==> config.mk <==
export PLATFORM = sky130hd
export DESIGN_NAME = ex_divider
export DESIGN_NICKNAME = d
export VERILOG_FILES = /design/src/rtl/ex_divider_pkg.sv /design/src/rtl/ex_divider_core.sv /design/src/rtl/ex_divider.sv
export SDC_FILE = /design/constraint.sdc
export NUM_CORES = 1
export LEC_CHECK = 0
export BUFFER_PORTS_ARGS = -buffer_cell sky130_fd_sc_hd__buf_2
export CORE_MARGIN = 3
export CORE_UTILIZATION = 35
export CTS_CLUSTER_SIZE = 16
export DETAILED_ROUTE_END_ITERATION = 8
export PLACE_DENSITY = 0.49
export RECOVER_POWER = 25
export SKIP_CTS_REPAIR_TIMING = 1
export SYNTH_ARGS = -nofsm -noshare
export SYNTH_HDL_FRONTEND = slang
export SYNTH_SLANG_ARGS = --single-unit
==> constraint.sdc <==
create_clock -name clock -period 7.5 [get_ports clock]
set_input_delay 1.875 -clock clock [delete_from_list [all_inputs] [get_ports clock]]
set_output_delay 1.875 -clock clock [all_outputs]
set_load 0.05 [all_outputs]
==> src/rtl/ex_divider_pkg.sv <==
// ----------------------------------------------------------------------------
// ex_divider_pkg
// Shared definitions for the EX-stage integer divider: division operation
// encodings, FSM state encoding, iteration-count constants and small helpers.
// Optional feature macro used by the divider top: DIV_STATS_EN.
// ----------------------------------------------------------------------------
package ex_divider_pkg;

  // op_i encodings
  localparam logic [1:0] OP_DIV  = 2'b00;
  localparam logic [1:0] OP_DIVU = 2'b01;
  localparam logic [1:0] OP_REM  = 2'b10;
  localparam logic [1:0] OP_REMU = 2'b11;

  typedef enum logic [1:0] {
    ST_IDLE = 2'd0,
    ST_CALC = 2'd1,
    ST_FIX  = 2'd2,
    ST_DONE = 2'd3
  } state_t;

  // Iteration counter: wide enough to hold 64
  localparam int                CNT_W   = 7;
  localparam logic [CNT_W-1:0]  ITER_64 = 7'd64;
  localparam logic [CNT_W-1:0]  ITER_32 = 7'd32;

  function automatic logic [63:0] sext32(input logic [31:0] v);
    return {{32{v[31]}}, v};
  endfunction

  function automatic logic [63:0] neg64(input logic [63:0] v);
    return ~v + 64'd1;
  endfunction

endpackage

==> src/rtl/ex_divider_core.sv <==
// ----------------------------------------------------------------------------
// div_core
// Unsigned radix-2 restoring shift-subtract datapath. Holds the partial
// remainder, the quotient/dividend shift register, the divisor and the
// iteration counter.
//
// Ports
//   clock       in   rising-edge clock
//   reset_n     in   synchronous active-low reset (clears all registers)
//   i_load      in   load operands, clear remainder, load iteration count
//   i_step      in   perform one quotient-bit iteration
//   i_dividend  in   64  unsigned dividend (left-justified for 32-bit ops)
//   i_divisor   in   64  unsigned divisor
//   i_count     in   CNT_W  number of iterations to perform
//   o_finished  out  the current step is the last one (counter == 1)
//   o_quo       out  64  quotient register
//   o_rem       out  64  remainder register
// ----------------------------------------------------------------------------
module div_core
  import ex_divider_pkg::*;
(
  input  logic             clock,
  input  logic             reset_n,
  input  logic             i_load,
  input  logic             i_step,
  input  logic [63:0]      i_dividend,
  input  logic [63:0]      i_divisor,
  input  logic [CNT_W-1:0] i_count,
  output logic             o_finished,
  output logic [63:0]      o_quo,
  output logic [63:0]      o_rem
);

  logic [63:0]      r_rem;
  logic [63:0]      r_quo;
  logic [63:0]      r_dsr;
  logic [CNT_W-1:0] r_cnt;

  // The shifted remainder needs 65 bits: with a divisor above 2^63 the
  // doubled partial remainder can exceed 64 bits before the subtract.
  logic [64:0]      w_shift;
  logic             w_ge;
  logic [63:0]      w_diff;

  assign w_shift = {r_rem, r_quo[63]};
  assign w_ge    = (w_shift >= {1'b0, r_dsr});
  // When w_ge holds the true difference is below 2^64, so the low 64 bits
  // of the modular subtraction are exact.
  assign w_diff  = w_shift[63:0] - r_dsr;

  // NOTE: sequential state uses non-blocking assignments so every register
  // samples pre-edge values regardless of statement order.
  always_ff @(posedge clock) begin
    if (!reset_n) begin
      r_rem <= '0;
      r_quo <= '0;
      r_dsr <= '0;
      r_cnt <= '0;
    end else if (i_load) begin
      r_rem <= '0;
      r_quo <= i_dividend;
      r_dsr <= i_divisor;
      r_cnt <= i_count;
    end else if (i_step) begin
      r_rem <= w_ge ? w_diff : w_shift[63:0];
      r_quo <= {r_quo[62:0], w_ge};
      r_cnt <= r_cnt - CNT_W'(1);
    end
  end

  assign o_finished = (r_cnt == CNT_W'(1));
  assign o_quo      = r_quo;
  assign o_rem      = r_rem;

endmodule

==> src/rtl/ex_divider.sv <==
// ----------------------------------------------------------------------------
// ex_divider
// Multi-cycle integer divider for the rv64IM EX stage: DIV/DIVU/REM/REMU and
// their W forms. Divide-by-zero and signed overflow resolve combinationally
// in the start cycle; all other operations run through div_core with a stall
// request held until the result is presented in DONE.
//
// Optional feature macro: DIV_STATS_EN (adds nr_divs_o, div_stall_cycles_o).
//
// Ports
//   clock               in   pipeline clock
//   reset_n             in   synchronous active-low reset
//   start_i             in   EX holds a divide-class instruction
//   op_i                in   2  00 DIV, 01 DIVU, 10 REM, 11 REMU
//   word_i              in   W variant (operand bits [31:0])
//   dividend_i          in   XLEN rs1 value
//   divisor_i           in   XLEN rs2 value
//   flush_i             in   kill the in-flight operation
//   div_stall_o         out  stall request to the hazard controller
//   done_o              out  result_o valid this cycle
//   result_o            out  XLEN quotient or remainder
//   nr_divs_o           out  64  completed divides       (DIV_STATS_EN)
//   div_stall_cycles_o  out  64  cycles with stall high  (DIV_STATS_EN)
// ----------------------------------------------------------------------------
module ex_divider
  import ex_divider_pkg::*;
#(
  parameter int XLEN = 64
) (
  input  logic            clock,
  input  logic            reset_n,
  input  logic            start_i,
  input  logic [1:0]      op_i,
  input  logic            word_i,
  input  logic [XLEN-1:0] dividend_i,
  input  logic [XLEN-1:0] divisor_i,
  input  logic            flush_i,
  output logic            div_stall_o,
  output logic            done_o,
  output logic [XLEN-1:0] result_o
`ifdef DIV_STATS_EN
  ,
  output logic [63:0]     nr_divs_o,
  output logic [63:0]     div_stall_cycles_o
`endif
);

  state_t r_state;
  state_t w_state_nxt;

  // ---------------------------------------------------------------- operands
  logic        w_signed;
  logic        w_is_rem;
  logic [63:0] w_dvd_ext;
  logic [63:0] w_dsr_ext;
  logic        w_dvd_neg;
  logic        w_dsr_neg;
  logic [63:0] w_dvd_abs;
  logic [63:0] w_dsr_abs;
  logic [63:0] w_dvd_load;

  assign w_signed = (op_i == OP_DIV) || (op_i == OP_REM);
  assign w_is_rem = (op_i == OP_REM) || (op_i == OP_REMU);

  assign w_dvd_ext = !word_i  ? dividend_i :
                     w_signed ? sext32(dividend_i[31:0]) : {32'b0, dividend_i[31:0]};
  assign w_dsr_ext = !word_i  ? divisor_i :
                     w_signed ? sext32(divisor_i[31:0])  : {32'b0, divisor_i[31:0]};

  assign w_dvd_neg = w_signed & w_dvd_ext[63];
  assign w_dsr_neg = w_signed & w_dsr_ext[63];
  // |most-negative| wraps back to itself, which is the correct unsigned value.
  assign w_dvd_abs = w_dvd_neg ? neg64(w_dvd_ext) : w_dvd_ext;
  assign w_dsr_abs = w_dsr_neg ? neg64(w_dsr_ext) : w_dsr_ext;
  // 32-bit ops run 32 iterations, so the dividend is left-justified to feed
  // its MSB into the remainder first.
  assign w_dvd_load = word_i ? {w_dvd_abs[31:0], 32'b0} : w_dvd_abs;

  // ----------------------------------------------------------- special cases
  logic        w_div_zero;
  logic        w_ovf;
  logic        w_special;
  logic [63:0] w_special_raw;
  logic [63:0] w_special_res;

  assign w_div_zero = word_i ? (divisor_i[31:0] == 32'd0) : (divisor_i == '0);
  assign w_ovf      = w_signed &
                      (word_i ? ((dividend_i[31:0] == 32'h8000_0000) &&
                                 (divisor_i[31:0]  == 32'hFFFF_FFFF))
                              : ((dividend_i == {1'b1, {(XLEN-1){1'b0}}}) &&
                                 (divisor_i  == '1)));
  assign w_special  = w_div_zero | w_ovf;

  assign w_special_raw = w_div_zero ? (w_is_rem ? dividend_i : '1)
                                    : (w_is_rem ? '0 : dividend_i);
  assign w_special_res = word_i ? sext32(w_special_raw[31:0]) : w_special_raw;

  logic w_accept;
  assign w_accept = (r_state == ST_IDLE) && start_i && !flush_i && !w_special;

  // ---------------------------------------------------------------- datapath
  logic        w_core_fin;
  logic [63:0] w_core_quo;
  logic [63:0] w_core_rem;

  div_core u_core (
    .clock      (clock),
    .reset_n    (reset_n),
    .i_load     (w_accept),
    .i_step     (r_state == ST_CALC),
    .i_dividend (w_dvd_load),
    .i_divisor  (w_dsr_abs),
    .i_count    (word_i ? ITER_32 : ITER_64),
    .o_finished (w_core_fin),
    .o_quo      (w_core_quo),
    .o_rem      (w_core_rem)
  );

  // Operation attributes captured at acceptance, used during FIX
  logic        r_word;
  logic        r_is_rem;
  logic        r_neg_q;
  logic        r_neg_r;
  logic [63:0] r_result;

  logic [63:0] w_quo_fix;
  logic [63:0] w_rem_fix;
  logic [63:0] w_sel;
  logic [63:0] w_fix_res;

  assign w_quo_fix = r_neg_q ? neg64(w_core_quo) : w_core_quo;
  assign w_rem_fix = r_neg_r ? neg64(w_core_rem) : w_core_rem;
  assign w_sel     = r_is_rem ? w_rem_fix : w_quo_fix;
  assign w_fix_res = r_word ? sext32(w_sel[31:0]) : w_sel;

  always_ff @(posedge clock) begin
    if (!reset_n) begin
      r_word   <= 1'b0;
      r_is_rem <= 1'b0;
      r_neg_q  <= 1'b0;
      r_neg_r  <= 1'b0;
      r_result <= '0;
    end else begin
      if (w_accept) begin
        r_word   <= word_i;
        r_is_rem <= w_is_rem;
        r_neg_q  <= w_dvd_neg ^ w_dsr_neg;
        r_neg_r  <= w_dvd_neg;
      end
      if (r_state == ST_FIX) begin
        r_result <= w_fix_res;
      end
    end
  end

  // --------------------------------------------------------------------- FSM
  always_ff @(posedge clock) begin
    if (!reset_n) r_state <= ST_IDLE;
    else          r_state <= w_state_nxt;
  end

  // NOTE: every signal driven in an always_comb gets a default first, so no
  // path through the case can leave it unassigned and infer a latch.
  always_comb begin
    w_state_nxt = r_state;
    case (r_state)
      ST_IDLE: if (w_accept) w_state_nxt = ST_CALC;
      ST_CALC: begin
        if (flush_i)         w_state_nxt = ST_IDLE;
        else if (w_core_fin) w_state_nxt = ST_FIX;
      end
      ST_FIX:  w_state_nxt = flush_i ? ST_IDLE : ST_DONE;
      ST_DONE: w_state_nxt = ST_IDLE;
      default: w_state_nxt = ST_IDLE;
    endcase
  end

  // Stall is combinational from start_i in IDLE so the controller freezes
  // the front end in the same cycle the divide reaches EX.
  always_comb begin
    div_stall_o = 1'b0;
    done_o      = 1'b0;
    result_o    = '0;
    case (r_state)
      ST_IDLE: begin
        if (start_i && !flush_i) begin
          if (w_special) begin
            done_o   = 1'b1;
            result_o = w_special_res;
          end else begin
            div_stall_o = 1'b1;
          end
        end
      end
      ST_CALC, ST_FIX: div_stall_o = 1'b1;
      ST_DONE: begin
        if (!flush_i) begin
          done_o   = 1'b1;
          result_o = r_result;
        end
      end
      default: ;
    endcase
  end

  // -------------------------------------------------------------- statistics
`ifdef DIV_STATS_EN
  logic [63:0] r_nr_divs;
  logic [63:0] r_stall_cycles;

  always_ff @(posedge clock) begin
    if (!reset_n) begin
      r_nr_divs      <= '0;
      r_stall_cycles <= '0;
    end else begin
      if (done_o)      r_nr_divs      <= r_nr_divs + 64'd1;
      if (div_stall_o) r_stall_cycles <= r_stall_cycles + 64'd1;
    end
  end

  assign nr_divs_o          = r_nr_divs;
  assign div_stall_cycles_o = r_stall_cycles;
`endif

endmodule

==> flow_metrics.tcl, run 1 <==
set metrics [dict create \
    slew_violations 217 \
    skew_ns 0.0287 \
    cts_tree "done" \
    gr-total-overflow 0 \
    cap_viol_max_count 5 \
    fp-row-count 93 \
    grt_max_degree 118 \
    yosysSeqAreaShare 0.233 \
    slowest_delay_ns 0.58 \
    grt_pass1_wl_um 149000 \
    required_ns 5.62 \
    port_buffers 200 \
    maxSlewHeadroom -1.14 \
    grt_pass1_vias 23600 \
    worstMarginPinSlew_ns 3.21 \
    clock_latency_ns 0.57 \
    crit_path_cell_trace "buf_2 > or4_4 > nor4_4 > nand4_2 > or2_1 > or4_1 > o311a_2 > a211oi_4 > buf_4 > o21ai_0 > a21oi_1 > buf_2" \
    critPathBufInv 3 \
    yosys-top-cells-area "dfxtp_1 (23%), a21oi_1 (7.3%), nand2_1 (6.6%)" \
    die_h_um 263 \
    path_class "primary input to output pin" \
    cp_common_cell "buf_2" \
    fillers 6952 \
    wire_per_inst_um 23.5 \
    syn_nets 3491 \
    first_iter_violations 2411 \
    synthTopCellsByCount "nand2_1 (406), nor2_1 (343), a21oi_1 (339), dfxtp_1 (269), o21ai_0 (257)" \
    synthCells 3279 \
    initial_utilization 0.356 \
    dieArea_um2 69100 \
    outcome "complete, but fails checks" \
    finalCritPeriodShare 0.968 \
    rsz0062_at_grt "no" \
    pin_count 201 \
    worstSetupEndpointType "output pin" \
    synth_top_area_cell "dfxtp_1" \
    fin_total_pwr_w 0.0113 \
    drt_wl_total_um 98800 \
    synth_edf_count 0 \
    vias 25000 \
    finalSetupViolations 0 \
    root_buffer "clkbuf_16" \
    yosysUniqueCellTypes 89 \
    tns_ns 0 \
    critPathTopFamily "simple AND/OR/NAND/NOR gates" \
    violations "max-capacitance violations, max-slew violations" \
    gp_congestion 0.932 \
    power_density_nw_per_um2 439 \
    synth_top_area_share 0.233 \
    numCtsBuffers 36 \
    yosys_warnings 0 \
    dr.pass1.iters 5 \
    cts.sinks 269 \
    fmax_mhz 138 \
    worstPathMaxFanout 33 \
    cellLeakagePower_nw 9.92 \
    yosysMostFrequentCell "nand2_1" \
    clkTransAtPathRegs_ns 0.05 \
    post-route-min-period_ns 7.26 \
    fin_nets 3543 \
    synth_area_per_cell_um2 7.05 \
    worstSetupStartpointType "primary input" \
    area_growth_pct 11.8 \
    irDropWorstVdd_mv 0.860 \
    ys_ff_latch 269 \
    antenna_found_initial 1 \
    viasPerCell 5.93 \
    synth-main-ff-cell "dfxtp_1" \
    slowest_stage "or4_4" \
    antenna_violating_nets_post_route 0 \
    drive_gt1_frac 0.111 \
    crit_arrival_ns 5.39 \
    core-area_um2 64900 \
    route.detailed.drc 0 \
    cts-htree-levels 2 \
    synthArstFlopShare 0 \
    min_path_type "register to register" \
    die_w_um 263 \
    clk_path_buf_depth 3 \
    netlist_area_um2 23100 \
    hold_viol_final 0 \
    grt_util_all_layers 0.274 \
    hpwlAfterDp_um 75600 \
]
[where the power goes]
group	internal, W	total (W)	switching, W
registers	0.00170	0.00216	0.000464
clock network	0.00112	0.00186	0.000741
logic	0.00258	0.00731	0.00472
[layer usage]
metal | share of wire | vias to the layer above | wire [µm] | global-route usage
met5 | 0 | - | 0 | 0
met4 | 0.028 | 0 | 2810 | 0.0776
met3 | 0.053 | 142 | 5210 | 0.0316
met2 | 0.46 | 870 | 45300 | 0.450
met1 | 0.46 | 12100 | 45500 | 0.379
li1 | - | 11800 | - | -
[state kept, by name (all words and copies together) (netlist names)]
| name | flops |
|---|---|
| r_is_rem | 1 |
| r_neg_q | 1 |
| r_neg_r | 1 |
| r_result | 64 |
| r_state | 2 |
| r_word | 1 |
| u_core.o_quo | 64 |
| u_core.o_rem | 64 |
| u_core.r_cnt | 7 |
| u_core.r_dsr | 64 |
[stage by stage]
stage,hold slack (ns),std cells,cell area (µm²),setup WS (ns),util
floorplan,0.432,3279,23100,0.379,-
global placement,0.443,4147,24600,0.195,0.379
detailed placement,0.447,4147,24600,0.131,0.379
CTS,0.457,4210,25900,0.118,0.398
global route,0.467,4211,25800,0.0869,0.398
finish,0.454,4212,25800,0.237,0.398
[cell type report]
type                    count  area [µm²]  share of cell area
flip-flops and latches    269        5390               0.209
repair buffers            244        1350              0.0521
multi-input cells        2652       16300               0.631
inverters                 128         482              0.0187
well taps                 855        1070              0.0414
clock inverters            15         198             0.00765
clock buffers              48        1050              0.0405
diodes                      1        2.50           0.0000969
[tightest hold or removal path: stages, from the launching register on]
cell     delay (ns)
dfxtp_1        0.31
nand2_1        0.05
a21oi_1        0.05
[cells in the final DEF (no fill, tap or decap), types with 18 or more instances in the layout]
| cell type | Yosys | layout |
|---|---|---|
| o21ai_1 | 37 | 37 |
| nor3_1 | 80 | 80 |
| and3_1 | 18 | 18 |
| a311oi_1 | 31 | 32 |
| a211oi_1 | 94 | 94 |
| nor2b_1 | 21 | 18 |
| o21a_1 | 19 | 19 |
| o21ai_0 | 257 | 256 |
| inv_1 | 126 | 125 |
| mux2i_1 | 74 | 74 |
| nor2_1 | 343 | 343 |
| buf_4 | 9 | 39 |
| o21bai_1 | 19 | 19 |
| nor4_1 | 39 | 40 |
| a31oi_1 | 37 | 37 |
| o41ai_1 | 22 | 22 |
| a21boi_0 | 18 | 18 |
| or4_1 | 32 | 33 |
| nand3_1 | 35 | 35 |
| nand2_1 | 406 | 406 |
| buf_2 | 20 | 199 |
| xor2_1 | 132 | 132 |
| a21oi_1 | 339 | 337 |
| o31ai_1 | 54 | 54 |
| ha_1 | 76 | 73 |
| mux2_2 | 23 | 23 |
| dfxtp_1 | 269 | 266 |
| clkbuf_16 | 0 | 37 |
| or3_1 | 40 | 40 |
| a21o_1 | 36 | 36 |
| nand4_1 | 39 | 39 |
| xnor2_1 | 162 | 162 |
[logic make-up (layout without fill, tap and decap cells)]
group                    after synthesis  after routing  synth area share
AND/OR/NAND/NOR                     1131           1131             0.226
AO/OA/AOI/OAI                       1053           1053             0.281
buffers and inverters                358            435            0.0631
XOR/XNOR                             294            294             0.111
flip-flops                           269            269             0.233
multiplexers                          97             97            0.0433
adder cells (fa/ha/maj)               77             77            0.0420
other                                  0              1                 0
[path summary, 6_finish.rpt]
check | start | to | slack [ns] | depth (start not counted)
worst max-delay path | dividend_i[11] | result_o[58] | 0.24 | 12
worst min register to register | u_core.r_dsr[36] | u_core.r_dsr[36] | 0.45 | 2
worst min-delay path | u_core.r_dsr[36] | u_core.r_dsr[36] | 0.45 | 2
worst max register to register | u_core.o_rem[17] | r_result[59] | 2.47 | 12
(Power assumes the default switching activity.)
==> run 2: changes to the inputs <==
--- a/config.mk
+++ b/config.mk
@@ -10,9 +10,10 @@
 export CORE_UTILIZATION = 35
 export CTS_CLUSTER_SIZE = 16
 export DETAILED_ROUTE_END_ITERATION = 8
-export PLACE_DENSITY = 0.49
+export PLACE_DENSITY = 0.48
 export RECOVER_POWER = 25
 export SKIP_CTS_REPAIR_TIMING = 1
 export SYNTH_ARGS = -nofsm -noshare
 export SYNTH_HDL_FRONTEND = slang
+export SYNTH_HIERARCHICAL = 1
 export SYNTH_SLANG_ARGS = --single-unit
==> run 2 against run 1 <==
The run still ends with max-capacitance violations, max-slew violations left. Worst hold slack better by 0.014 ns. First-iteration DRC count down 15%. Setup slack better by 0.28 ns. Design area up 4.1%. Sequential power down 13%. Register-to-register slack worse by 0.28 ns. Utilization about the same. Clock skew down 0.0035 ns.
==> flow_metrics.tcl, run 2 <==
set metrics [dict create \
    outcome "complete, but fails checks" \
    violations "max-capacitance violations, max-slew violations" \
    critPathBufInv 2 \
    post-route-util 0.398 \
    slew_violations 186 \
    finalCritPeriodShare 0.931 \
    antenna_violating_nets_post_route 0 \
    yosys_warnings 6 \
    yosys-top-cells-area "dfxtp_1 (22%), mux2i_1 (6.7%), xnor2_1 (5.9%)" \
    fillers 7159 \
    synthCells 3336 \
    slowest_delay_ns 0.60 \
    yosysSeqAreaShare 0.224 \
    cts-htree-levels 2 \
    grt_pass1_wl_um 146000 \
    clk_path_buf_depth 3 \
    cts_tree "done" \
    fp-row-count 95 \
    irDropWorstVdd_mv 0.463 \
    synthTopCellsByCount "nor2_1 (354), nand2_1 (323), o21ai_0 (274), dfxtp_1 (269), a21oi_1 (239)" \
    synth-main-ff-cell "dfxtp_1" \
    power_density_nw_per_um2 341 \
    fin_ws_ns 0.514 \
    switching_share 0.487 \
    tns_ns 0 \
    pin_count 201 \
    slowest_stage "or4_1" \
    synth_edf_count 0 \
    first_iter_violations 2055 \
    numCtsBuffers 37 \
    cts.sinks 269 \
    fmax_mhz 143 \
    root_buffer "clkbuf_16" \
    viasPerCell 5.80 \
    synthArstFlopShare 0 \
    worstSetupEndpointType "output pin" \
    die_h_um 268 \
    path_class "primary input to output pin" \
    rsz0062_at_grt "no" \
    drt_wl_total_um 96300 \
    layout_common_cells "nor2_1 (351), nand2_1 (323), o21ai_0 (274), dfxtp_1 (267), a21oi_1 (238)" \
    worstMarginPinSlew_ns 3.06 \
    yosysMostFrequentCell "nor2_1" \
    vias 25000 \
    gr-total-overflow 0 \
    cap_viol_max_count 3 \
    cellLeakagePower_nw 10.3 \
    clkTransAtPathRegs_ns 0.05 \
    dr.pass1.iters 5 \
    p_seq_frac 0.205 \
    antenna_found_initial 0 \
    crit_path_cell_trace "clkbuf_1 > or4_1 > nor4_1 > nor3b_4 > o21ai_2 > a21boi_4 > or3_4 > o21ai_1 > buf_2" \
    gp_congestion 0.933 \
    mostFrequentLayoutCell "nor2_1" \
    finalSetupViolations 0 \
    grt_pass1_vias 23600 \
    route.detailed.drc 0 \
    post-route-min-period_ns 6.99 \
    maxSlewHeadroom -1.04 \
    grt_util_all_layers 0.261 \
    dieArea_um2 71900 \
    die_w_um 268 \
    p_switching_w 0.00447 \
    min_path_type "register to register" \
    pwr-share-clk 0.198 \
    area_growth_pct 11.8 \
    fin_nets 3624 \
    synth_area_per_cell_um2 7.21 \
    ys_ff_latch 269 \
    initial_utilization 0.355 \
    port_buffers 200 \
    worstPathMaxFanout 31 \
    post-place-ws_ns 0.534 \
    required_ns 5.62 \
    wire_per_inst_um 22.3 \
    yosysUniqueCellTypes 106 \
    crit_arrival_ns 5.11 \
    drive_gt1_frac 0.104 \
    hold_viol_final 0 \
    netlist_area_um2 24000 \
    synth_top_area_share 0.224 \
    skew_ns 0.0252 \
    hpwlAfterDp_um 75000 \
    clock_latency_ns 0.56 \
    worstSetupStartpointType "primary input" \
    synth_top_area_cell "dfxtp_1" \
    p_int_w 0.00471 \
    grt_max_degree 112 \
    core-area_um2 67600 \
    pwr-share-comb 0.597 \
    critPathTopFamily "simple AND/OR/NAND/NOR gates" \
]
==> run 2: cell types whose count changed after synthesis, sizes merged, moves of 22 or more <==
cell | previous run | this run
and2 | 10 | 98
o21ai | 294 | 316
nand3 | 35 | 64
inv | 127 | 103
a311oi | 33 | 2
nand2 | 407 | 324
nor2b | 21 | 81
a211oi | 95 | 44
mux2i | 74 | 162
clkbuf | 178 | 153
a21oi | 339 | 241
xor2 | 132 | 104
==> run 2: final cells by class <==
cell class                 instances  area (µm²)  share of cell area
antenna                            1        2.50           0.0000931
timing repair buffer             245        1350              0.0500
tap                              873        1090              0.0406
multi-input combinational       2753       17400               0.649
clock buffer                      58        1110              0.0412
sequential                       269        5390               0.200
inverter                         106         398              0.0148
clock inverter                     6         109             0.00405
==> run 2: power by group through the flow <==
| stage | Clock [W] | Sequential [W] | Combinational (W) |
|---|---|---|---|
| after global routing | 0.00191 | 0.00191 | 0.00607 |
| after CTS | 0.00186 | 0.00187 | 0.00546 |
| after floorplan | 0 | 0.00177 | 0.00419 |
| after detailed placement | 0 | 0.00190 | 0.00544 |
| after global placement | 0 | 0.00190 | 0.00540 |
| final | 0.00181 | 0.00188 | 0.00548 |
==> run 2: through the flow <==
step                instance area (µm²)  hold WS, ns  total power, W  cells
floorplan                         24100        0.440         0.00596   3340
global placement                  25700        0.459         0.00730   4246
detailed placement                25700        0.460         0.00734   4246
CTS                               26900        0.468         0.00919   4310
global route                      26900        0.491         0.00989   4310
finish                            26900        0.468         0.00918   4311
==> run 2: path summary, 6_finish.rpt <==
check           startpoint               end  slack, ns  cells past startpoint
max          divisor_i[22]      result_o[51]       0.51                      9
max reg2reg     r_state[1]  u_core/o_quo[63]       2.19                      9
min reg2reg    r_result[6]       r_result[6]       0.47                      2
min            r_result[6]       r_result[6]       0.47                      2
==> run 2: layer usage <==
metal	vias up	track usage	routed length, µm
met1	11900	0.365	44600
li1	12200	-	-
met2	803	0.408	42000
met3	155	0.0286	5420
met4	0	0.106	4200
met5	-	0	0
==> run 2: cells by family after synthesis <==
group / count (synthesis) / synth area share
muxes: 166 / 0.0693
AOI/OAI and AO/OA: 962 / 0.253
and+or+nand+nor: 1274 / 0.263
DFF: 269 / 0.224
buffers and inverters: 318 / 0.0524
other: 1 / 0.000156
adders and majority gates: 79 / 0.0412
xor gates and xnor gates: 267 / 0.0973
==> run 2: worst min-delay path, delay by kind of cell (launching register included) <==
| family | cells | cell delay [ns] |
|---|---|---|
| flops | 1 | 0.31 |
| simple gates | 1 | 0.06 |
| compound gates | 1 | 0.05 |
==> run 3: changes to the inputs <==
--- a/config.mk
+++ b/config.mk
@@ -10,7 +10,7 @@
 export CORE_UTILIZATION = 35
 export CTS_CLUSTER_SIZE = 16
 export DETAILED_ROUTE_END_ITERATION = 8
-export PLACE_DENSITY = 0.48
+export PLACE_DENSITY = 0.5
 export RECOVER_POWER = 25
 export SKIP_CTS_REPAIR_TIMING = 1
 export SYNTH_ARGS = -nofsm -noshare
==> constraint.sdc (replaced) <==
create_clock -name clock -period 6.14 [get_ports clock]
set_input_delay 1.535 -clock clock [delete_from_list [all_inputs] [get_ports clock]]
set_output_delay 1.535 -clock clock [all_outputs]
set_load 0.05 [all_outputs]
==> run 3 against run 2 <==
The run still ends with max-capacitance violations, max-slew violations left. Non-clock buffer count rose by 32. First-iteration DRC count fell by 5.9%. Register-to-register slack got worse by 0.19 ns. Sequential share of layout area fell by 0.23 points. Clock skew fell by 0.010 ns. Critical path type unchanged. Largest power group unchanged.
==> flow_metrics.tcl, run 3 (synthesized netlist as in run 2, its figures left out) <==
set metrics [dict create \
    wl_met2_um 40000 \
    worstSetupEndpointType "output pin" \
    fin_total_pwr_w 0.0111 \
    post-place-ws_ns 0.0998 \
    mostFrequentLayoutCell "nor2_1" \
    slowest_delay_ns 0.56 \
    required_ns 4.61 \
    fin_nets 3654 \
    wl_met1_um 44400 \
    fmax_mhz 167 \
    power_density_nw_per_um2 410 \
    irDropWorstVdd_mv 0.552 \
    clkTransAtPathRegs_ns 0.05 \
    antenna_found_initial 1 \
    worstSetupStartpointType "primary input" \
    slowest_stage "or3_4" \
    dr.pass1.iters 6 \
    dp.cells 4278 \
    wl_met3_um 5280 \
    crit_path_cell_trace "buf_2 > or4_4 > or4_4 > nor3b_4 > buf_12 > o21ai_2 > a21boi_4 > or3_4 > o21ai_1 > buf_2" \
    first_iter_violations 1934 \
    slew_violations 77 \
    clock_latency_ns 0.55 \
    register_area_um2 5390 \
    area_growth_pct 13.1 \
    post-route-min-period_ns 6.00 \
    dieArea_um2 71900 \
    gr-total-overflow 0 \
    die_w_um 268 \
    violations "max-capacitance violations, max-slew violations" \
    antenna_violating_nets_post_route 0 \
    worstPathMaxFanout 31 \
    grt_max_degree 146 \
    multi_input_area_um2 17400 \
    pin_count 201 \
    cts.sinks 269 \
    fin_ws_ns 0.136 \
    drt_wl_total_um 93600 \
    cellLeakagePower_nw 10.5 \
    initial_utilization 0.355 \
    hpwlAfterDp_um 72600 \
    finalSetupViolations 0 \
    skew_ns 0.0152 \
    root_buffer "clkbuf_16" \
    cts-htree-levels 2 \
    die_h_um 268 \
    antenna_cells 0 \
    cts_tree "done" \
    finalCritPeriodShare 0.978 \
    layout_common_cells "nor2_1 (353), nand2_1 (323), dfxtp_1 (267), o21ai_0 (245), a21oi_1 (239)" \
    drive_gt1_frac 0.113 \
    cap_viol_max_count 2 \
    grt_pass1_wl_um 140000 \
    vias 24700 \
    grt_util_all_layers 0.251 \
    rsz0062_at_grt "no" \
    grt_pass1_vias 22600 \
    numCtsBuffers 35 \
    tns_ns 0 \
    clk_path_buf_depth 3 \
    route.detailed.drc 0 \
    min_path_type "register to register" \
    crit_arrival_ns 4.47 \
    outcome "complete, but fails checks" \
    port_buffers 200 \
    path_class "primary input to output pin" \
    fp-row-count 95 \
    gp_congestion 0.952 \
    viasPerCell 5.70 \
    wire_per_inst_um 21.6 \
    core-area_um2 67600 \
    worstMarginPinSlew_ns 2.57 \
    maxSlewHeadroom -0.715 \
    fillers 7176 \
    hold_viol_final 0 \
    layoutNonFillerInstCount 4339 \
    routed.top_layer "met4" \
]
-- run 3: cell types whose count changed in the layout (fill, tap and decap cells not counted), moves of 6 or more --
cell and delta:
clkinv_2 +6, and2_0 -7, buf_4 +25, buf_12 +9, o21ai_0 -29, o21ai_1 +29, and2_1 +7, clkbuf_1 -6
-- run 3: stage by stage --
stage                util  hold WS, ns  area (µm²)
detailed placement  0.385        0.460       26000
CTS                 0.403        0.470       27200
global route        0.402        0.487       27200
finish              0.402        0.469       27200
global placement    0.385        0.458       26000
floorplan               -        0.440       24100
-- run 3: metal layers --
metal / GRT usage / vias up
met5: 0 / -
met4: 0.100 / 0
met1: 0.364 / 11500
met2: 0.383 / 863
met3: 0.0239 / 139
li1: - / 12200
-- run 3: worst paths after layout --
path / from / endpoint / slack [ns] / cells after the start
worst min-delay path: r_result[12] / r_result[12] / 0.47 / 2
worst max register to register: u_core/o_rem[12] / u_core/o_rem[5] / 2.00 / 12
worst max-delay path: divisor_i[13] / result_o[49] / 0.14 / 10
worst min register to register: r_result[12] / r_result[12] / 0.47 / 2
-- run 3: report_power, final --
group	total, W	switching (W)	internal, W
sequential	0.00230	0.000368	0.00193
clock	0.00216	0.000854	0.00131
combinational	0.00668	0.00418	0.00250
-- run 3: worst max-delay path, delay by kind of cell --
kind            cells  cell delay [ns]
simple gates        4             1.88
compound gates      3             0.44
buf+inv             3             0.58
-- run 3: cell type report --
type,count,share of cell area
Multi-Input combinational cell,2753,0.641
Timing Repair Buffer,277,0.0623
Tap cell,873,0.0402
Clock inverter,12,0.00511
Clock buffer,49,0.0383
Inverter,106,0.0148
Sequential cell,269,0.198
